`config.mk`:
```
export PLATFORM = sky130hd
export DESIGN_NAME = vmicro16_uart_rx_apb
export DESIGN_NICKNAME = d
export VERILOG_FILES = /design/src/rtl/vmicro16_uart_rx_apb.sv
export SDC_FILE = /design/constraint.sdc
export NUM_CORES = 1
export LEC_CHECK = 0
export ABC_AREA = 1
export ABC_CLOCK_PERIOD_IN_PS = 3500
export CAP_MARGIN = 20
export CORE_AREA = 2 2 106 133
export CTS_BUF_LIST = sky130_fd_sc_hd__clkbuf_16
export CTS_CLUSTER_SIZE = 16
export DETAILED_ROUTE_END_ITERATION = 16
export DIE_AREA = 0 0 108 135
export PLACE_DENSITY = 0.56
export SLEW_MARGIN = 20
export SYNTH_ARGS = -nofsm -noshare
export SYNTH_HDL_FRONTEND = slang
export SYNTH_SLANG_ARGS = --single-unit
```
`constraint.sdc`:
```
create_clock -name clk -period 3.5 [get_ports clk]
set_input_delay 0.35 -clock clk [delete_from_list [all_inputs] [get_ports clk]]
set_output_delay 0.35 -clock clk [all_outputs]
set_load 0.02 [all_outputs]
```
`src/rtl/vmicro16_uart_rx_apb.sv`:
```
// APB slave UART receiver: deserialises 8N1 frames from rx_wire into a byte FIFO
// that cores pop through the DATA register; STATUS exposes fill level and sticky errors.
module vmicro16_uart_rx_apb #(
  parameter int unsigned BUS_WIDTH  = 16,
  parameter int unsigned DATA_WIDTH = 16,
  parameter int unsigned CLK_FREQ   = 50000000,
  parameter int unsigned BAUD       = 9600,
  parameter int unsigned FIFO_DEPTH = 8
) (
  input  logic                  clk,
  input  logic                  reset,
  input  logic [BUS_WIDTH-1:0]  S_PADDR,
  input  logic                  S_PWRITE,
  input  logic                  S_PSELx,
  input  logic                  S_PENABLE,
  input  logic [DATA_WIDTH-1:0] S_PWDATA,
  output logic [DATA_WIDTH-1:0] S_PRDATA,
  output logic                  S_PREADY,
  input  logic                  rx_wire,
  output logic                  rx_irq
);

  localparam int unsigned CLKS_PER_BIT = CLK_FREQ / BAUD;
  localparam int unsigned HALF_BIT     = CLKS_PER_BIT / 2;
  localparam int unsigned TW           = $clog2(CLKS_PER_BIT);
  localparam int unsigned AW           = $clog2(FIFO_DEPTH);

  typedef enum logic [2:0] {StIdle, StStart, StData, StStop, StWait} state_e;

  state_e          state_q, state_d;
  logic [TW-1:0]   timer_q, timer_d;
  logic [2:0]      bit_idx_q, bit_idx_d;
  logic [7:0]      shift_q, shift_d;
  logic            sync_q, rx_s;
  logic            push_req, ferr_set;

  logic [7:0]      mem_q [FIFO_DEPTH];
  logic [AW:0]     wptr_q, rptr_q, count;
  logic            full, empty, push, pop, ovr_set;
  logic            ovr_q, ferr_q, irq_q;
  logic            access, rd_data, wr_status;
  logic            unused_bits;

  always_ff @(posedge clk or posedge reset) begin
    if (reset) begin
      sync_q <= 1'b1;
      rx_s   <= 1'b1;
    end else begin
      sync_q <= rx_wire;
      rx_s   <= sync_q;
    end
  end

  always_ff @(posedge clk or posedge reset) begin
    if (reset) begin
      state_q   <= StIdle;
      timer_q   <= '0;
      bit_idx_q <= '0;
      shift_q   <= '0;
    end else begin
      state_q   <= state_d;
      timer_q   <= timer_d;
      bit_idx_q <= bit_idx_d;
      shift_q   <= shift_d;
    end
  end

  always_comb begin
    state_d   = state_q;
    timer_d   = timer_q;
    bit_idx_d = bit_idx_q;
    shift_d   = shift_q;
    push_req  = 1'b0;
    ferr_set  = 1'b0;
    unique case (state_q)
      StIdle: begin
        if (!rx_s) begin
          state_d = StStart;
          timer_d = '0;
        end
      end
      StStart: begin
        // Mid-start-bit check: a line that is high again was only a glitch.
        if (timer_q == TW'(HALF_BIT - 1)) begin
          timer_d   = '0;
          bit_idx_d = '0;
          state_d   = rx_s ? StIdle : StData;
        end else begin
          timer_d = timer_q + 1'b1;
        end
      end
      StData: begin
        if (timer_q == TW'(CLKS_PER_BIT - 1)) begin
          timer_d            = '0;
          shift_d[bit_idx_q] = rx_s;
          if (bit_idx_q == 3'd7) state_d = StStop;
          else bit_idx_d = bit_idx_q + 1'b1;
        end else begin
          timer_d = timer_q + 1'b1;
        end
      end
      StStop: begin
        if (timer_q == TW'(CLKS_PER_BIT - 1)) begin
          timer_d = '0;
          if (rx_s) begin
            push_req = 1'b1;
            state_d  = StIdle;
          end else begin
            ferr_set = 1'b1;
            state_d  = StWait;
          end
        end else begin
          timer_d = timer_q + 1'b1;
        end
      end
      StWait: begin
        if (rx_s) state_d = StIdle;
      end
      default: state_d = StIdle;
    endcase
  end

  assign count     = wptr_q - rptr_q;
  assign full      = (count == (AW + 1)'(FIFO_DEPTH));
  assign empty     = (count == '0);
  assign access    = S_PSELx & S_PENABLE;
  assign rd_data   = access & ~S_PWRITE & (S_PADDR[1:0] == 2'd0);
  assign wr_status = access & S_PWRITE & (S_PADDR[1:0] == 2'd1);
  assign pop       = rd_data & ~empty;
  // A same-cycle pop frees the slot the push needs.
  assign push      = push_req & (~full | pop);
  assign ovr_set   = push_req & full & ~pop;

  always_ff @(posedge clk or posedge reset) begin
    if (reset) begin
      wptr_q <= '0;
      rptr_q <= '0;
      ovr_q  <= 1'b0;
      ferr_q <= 1'b0;
      irq_q  <= 1'b0;
    end else begin
      if (push) wptr_q <= wptr_q + 1'b1;
      if (pop)  rptr_q <= rptr_q + 1'b1;
      ovr_q  <= ovr_set | (ovr_q & ~(wr_status & S_PWDATA[2]));
      ferr_q <= ferr_set | (ferr_q & ~(wr_status & S_PWDATA[3]));
      irq_q  <= ~empty;
    end
  end

  always_ff @(posedge clk) begin
    if (push) mem_q[wptr_q[AW-1:0]] <= shift_q;
  end

  always_comb begin
    S_PRDATA = '0;
    if (access && !S_PWRITE) begin
      unique case (S_PADDR[1:0])
        2'd0:    if (!empty) S_PRDATA[7:0] = mem_q[rptr_q[AW-1:0]];
        2'd1:    S_PRDATA[3:0] = {ferr_q, ovr_q, full, ~empty};
        default: S_PRDATA = '0;
      endcase
    end
  end

  assign S_PREADY    = access;
  assign rx_irq      = irq_q;
  assign unused_bits = ^{S_PADDR[BUS_WIDTH-1:2], S_PWDATA[DATA_WIDTH-1:4], S_PWDATA[1:0]};

endmodule
```
======== Word level (Yosys, flattened, before mapping) ========
Memories as Yosys holds them, arrays and structs flattened.
Cells that the tools add are included.
Widths: inputs -> output; s select.
storage, ports and cells
  output and inout port bits .............. 18
  memories ................................ 1
  latch bits .............................. 0
  logic and storage cells ................. 102
  bits in writable memories ............... 64
  memory bits (read-only) ................. 0
  input bits .............................. 38
  register bits after elaboration ......... 40
operators by class
  bitwise logic cells ..................... 22
  equality and inequality tests ........... 16
  div/mod/pow operators ................... 0
  $add $sub $neg .......................... 5
  reductions and logical operators ........ 13
  magnitude comparators ................... 2
  multiply operators ...................... 0
  shift operators ......................... 0
  multiplexer cells ....................... 32
memory list
  name   words  width  rd ports  clocked after Yosys merged registers in  write ports  line  text
  mem_q  8      8      1         0                                        1            37    logic [7:0] mem_q [FIFO_DEPTH];
operator list
  operator               number
  $mux 13                3
  $pmux 13 s3            1
  $mux 3                 10
  $mux 8                 2
  $pmux 3 s5             1
  $ne 2x2->1 const B     7
  $add 13x1->13 const B  1
  $and 1x1->1            13
  $eq 13x12->1 const B   1
  $eq 13x13->1 const B   1
  $mux 1                 9
  $add 4x1->4 const B    2
  $bwmux 8               1
  $pmux 4 s2             1
  $eq 3x2->1 const B     2
  $eq 3x3->1 const B     2
  $not 1->1              6
  $pmux 3 s2             1
  $reduce_and 6->1       1
  $eq 4x4->1 const B     1
  $logic_not 4->1        1
  $lt 3x4->1 const B     1
  $mux 4                 1
  $reduce_and 2->1       2
  16 further kinds       19

======== Depth between registers and ports, before layout ========
  depth in word-level cells ............... 8
  mapped depth ............................ 14
  gate-level depth less buffers ........... 13

======== Least setup slack after synthesis ========
OpenSTA, ideal clock, no wires.
  path type ............................... register to register
  from .................................... reg rptr_q[1]
  to ...................................... mem mem_q[0][0], enable pin
  library setup time ...................... 0.370 ns
  data arrival time ....................... 2.128 ns
  cell stages (with the launch flop) ...... 14
  path slack .............................. 1.002 ns
  cell sequence ........................... dfrtp_1 buf_4 clkinv_1 buf_2 ha_1 nand2_1 nand2_1 nand2_1 nand2_1 nand2_1 inv_1 nand3_2 nand3_2 nor2_1
on the way
  longest elaborated chain between the ends .. 8
  elaborated cells on any way between the ends .. 10
  classes of those cells .................. add/sub: 1; eq/ne: 1; mux: 2; bitwise: 5; reduce/logical: 1
RTL lines
  element                           line  text
  from (decl)                       38    logic [AW:0] wptr_q, rptr_q, count;
  from (signal assigned)            143   if (pop) rptr_q <= rptr_q + 1'b1;
  $sub 4x4->4 (*)                   123   assign count = wptr_q - rptr_q;
  $logic_not 4->1                   125   assign empty = (count == '0);
  $not 1->1                         129   assign pop = rd_data & ~empty;
  $and 1x1->1                       129
  $or 1x1->1 (*)                    131   assign push = push_req & (~full | pop);
  $and 1x1->1 (*)                   131
  $mux 1 (*)                        151   if (push) mem_q[wptr_q[AW-1:0]] <= shift_q;
  $mux 1 (not written as such) (*)  151
  to (decl)                         37
Mark *: on every way between the ends. The rest lies on a longest branch, timed or not.

======== Worst setup path in the final report ========
  from .................................... reg rptr_q[2]
  to ...................................... out S_PRDATA[7]
on the way
  longest elaborated chain between the ends .. 5
  elaborated cells on any way between the ends .. 6
  classes of those cells .................. add/sub: 1; mux: 3; reduce/logical: 1; memory: 1
RTL lines
  element          line  text
  $sub 4x4->4      123
  $logic_not 4->1  125
  $mux 8 (*)       158   2'd0: if (!empty) S_PRDATA[7:0] = mem_q[rptr_q[AW-1:0]];
  $mux 4 (*)       157   unique case (S_PADDR[1:0])
  $mux 8 (*)       156   if (access && !S_PWRITE) begin
  to (decl)        17    output logic [DATA_WIDTH-1:0] S_PRDATA,
Marked as above.

==> impl_metrics.toml <==
[outcome]
outcome = "finished clean"

[worst_setup_path]
cp-start-kind = "flip-flop"
cp.required_ns = 3.15
max_stage_delay_ns = 0.61
arrival_ns = 2.92
cp_common_cell = "nand2_2"
critical_path_class = "flip-flop to primary output"
crit_slowest_cell = "clkdlybuf4s50_1"
path_cells = "inv_2 > ha_1 > or2_1 > nand3_1 > nand2_1 > nand2_2 > nand2_2 > nor2_1 > clkdlybuf4s50_1"
end_kind = "primary output"
path_max_fanout = 10

[clock_tree]
clk_pin_slew_worst_paths_ns = 0.08
cts_tree = "yes"
clock_tree.root_cell = "clkbuf_16"
clockBufferDepth = 2
cts-htree-levels = 3
cts.sinks = 104
ctsResizeCount = 0
cts_setup_buffers = 0
clock_latency_ns = 0.35
postCtsHoldBufs = 0
cts_buffers = 9

[timing]
worstMarginPinSlew_ns = 0.5303
whs_ns = 0.3564
setup_viol = 0
fin_tns_setup_ns = 0
period_share_pct = 93.38
slew_violations = 0
finalHoldViolCount = 0
fmax_ghz = 0.3060
finClkSkew_ns = 0.01050
rsz0062_at_grt = "false"
relSlewSlack_pct = 64.64
finalCriticalPeriod_ns = 3.268

[global_routing]
grt_pass1_wl_mm = 18.49
antenna_found_initial = 0
grt_usage_pct = 16.44
grt_pass1_vias = 3715
overflow = 0
grt_max_degree = 41

[pwr]
p_leak_uw = 0.002586
power_density_mw_per_mm2 = 518.2
peakVddDrop_mv = 0.4727
power_uw = 3063

[route]
viasPerCell = 5.020
finalWirelength_mm = 11.33
ant_nets = 0
num_vias = 3850
first_pass_iters = 4
wl_per_cell_um = 14.77
drc_errors = 0
drt-initial-drc-count = 218

[synthesis]
yosysSeqAreaShare_pct = 56.04
yosys_most_used_dff = "edfxtp_1"
synthArstFlopShare_pct = 38.46
syn_area_mm2 = 0.005220
synth_area_per_cell_um2 = 9.272
synthCells = 563
synth_top_area_cell = "edfxtp_1"
synth_edf_count = 64
yosys-top-cells-area = "edfxtp_1 37%, dfrtp_1 18%, nand2_1 10%"
synth.distinct_cells = 40
synth-seq-cells = 104
yosysTopAreaCellShare_pct = 36.82
yosysWarnings = 0

[layout]
drive_above_1_share_pct = 10.74
diodes = 0
fill_cells = 1261
layout_commonest_cell = "nand2_1"
area_delta_synth_final_pct = 13.26
final_nets = 637
layout_common_cells = "145 x nand2_1, 64 x edfxtp_1, 53 x nand3_1, 50 x nor2_1, 45 x inv_1"

[die]
ios = 56
die_h_um = 135
die_w_um = 108
die_area_mm2 = 0.01458
placementRows = 47
core_mm2 = 0.01323
start_util_pct = 39.45

[place]
globalplace.congestion = 0.8603
dp_hpwl_mm = 7.783
port_buffers = 19

[worst_hold_path]
min_path_type = "flip-flop to flip-flop"

[job]
maxCapViolations = 0
==> through the flow <==
step	utilization (%)	worst slack, ns	instances	area, µm²
floorplan	-	1.002	570	5246
global placement	42.41	0.6117	751	5612
detailed placement	42.41	0.5798	751	5612
CTS	44.68	0.1977	767	5912
global route	44.68	0.06234	767	5912
finish	44.68	0.2318	767	5912
==> routing by layer <==
metal | global-route usage [%] | part of all wire (%) | vias up
li1 | - | - | 1938
met1 | 19.14 | 42 | 1827
met2 | 30.08 | 52 | 65
met3 | 1.979 | 3.5 | 20
met4 | 7.123 | 2.5 | 0
met5 | 0 | 0 | -
==> Yosys cell counts, types with 2 or more instances <==
cell type / n
mux2i_1: 4
or2_1: 3
nor2_2: 3
inv_2: 6
buf_4: 11
xor2_1: 7
nor3_1: 4
ha_1: 8
dfrtp_1: 38
nand3_1: 53
nand4_1: 14
nand3b_1: 2
o221ai_1: 2
clkbuf_1: 4
o21ai_0: 16
nor2_4: 2
dfstp_2: 2
buf_2: 7
o21ai_1: 8
nand2_1: 145
inv_4: 2
nor3_4: 2
nor2_1: 50
nor3_2: 2
inv_1: 46
a22oi_1: 8
nand2_2: 6
a21oi_1: 28
edfxtp_1: 64
nand3_2: 6
==> state kept, by name, indices dropped and copies added, names as in the netlist <==
name       flops
mem_q         64
timer_q       13
shift_q        8
rptr_q         4
wptr_q         4
bit_idx_q      3
state_q        3
ferr_q         1
ovr_q          1
rx_irq         1
rx_s           1
sync_q         1
==> report_power, final <==
part | internal [µW] | switching (µW) | leakage (µW) | total (µW)
clock | 513 | 500 | 0.000146 | 1010
combinational | 240 | 461 | 0.00117 | 701
sequential | 1320 | 31.8 | 0.00127 | 1350
==> final cells by class <==
cell class	instances	area, µm²	area share, %
sequential	104	2925	49.48
timing repair buffer	33	295.3	4.995
tap	171	214.0	3.619
clock buffer	9	225.2	3.810
clock inverter	7	75.07	1.270
multi-input combinational	388	1966	33.25
inverter	55	211.5	3.577
==> worst max-delay path: cells and delay by family, from the launching register on <==
kind	cells	cell delay (ns)
adders and majority gates	1	0.35
buffers and inverters	2	0.81
DFF	1	0.53
and+or+nand+nor	6	0.87
==> kinds of logic after synthesis <==
| logic type | count (synthesis) | share of synthesized area [%] |
|---|---|---|
| adder cells (fa/ha/maj) | 8 | 1.918 |
| AO/OA/AOI/OAI | 67 | 7.359 |
| multiplexers | 4 | 0.7670 |
| other | 1 | 0.07184 |
| XOR/XNOR | 8 | 1.342 |
| flip-flops | 104 | 56.04 |
| buffers and inverters | 78 | 6.807 |
| AND/OR/NAND/NOR | 293 | 25.69 |
==> path summary, 6_finish.rpt <==
path	from	to	slack, ns	depth (start not counted)
max	rptr_q[2]	S_PRDATA[7]	0.23	9
min	sync_q	rx_s	0.36	0
max reg2reg	rptr_q[2]	mem_q[2][4]	1.02	11
min reg2reg	sync_q	rx_s	0.36	0
max in group asynchronous	reset	sync_q	2.70	3
min in group asynchronous	reset	ovr_q	0.42	3
(Power assumes the default switching activity.)
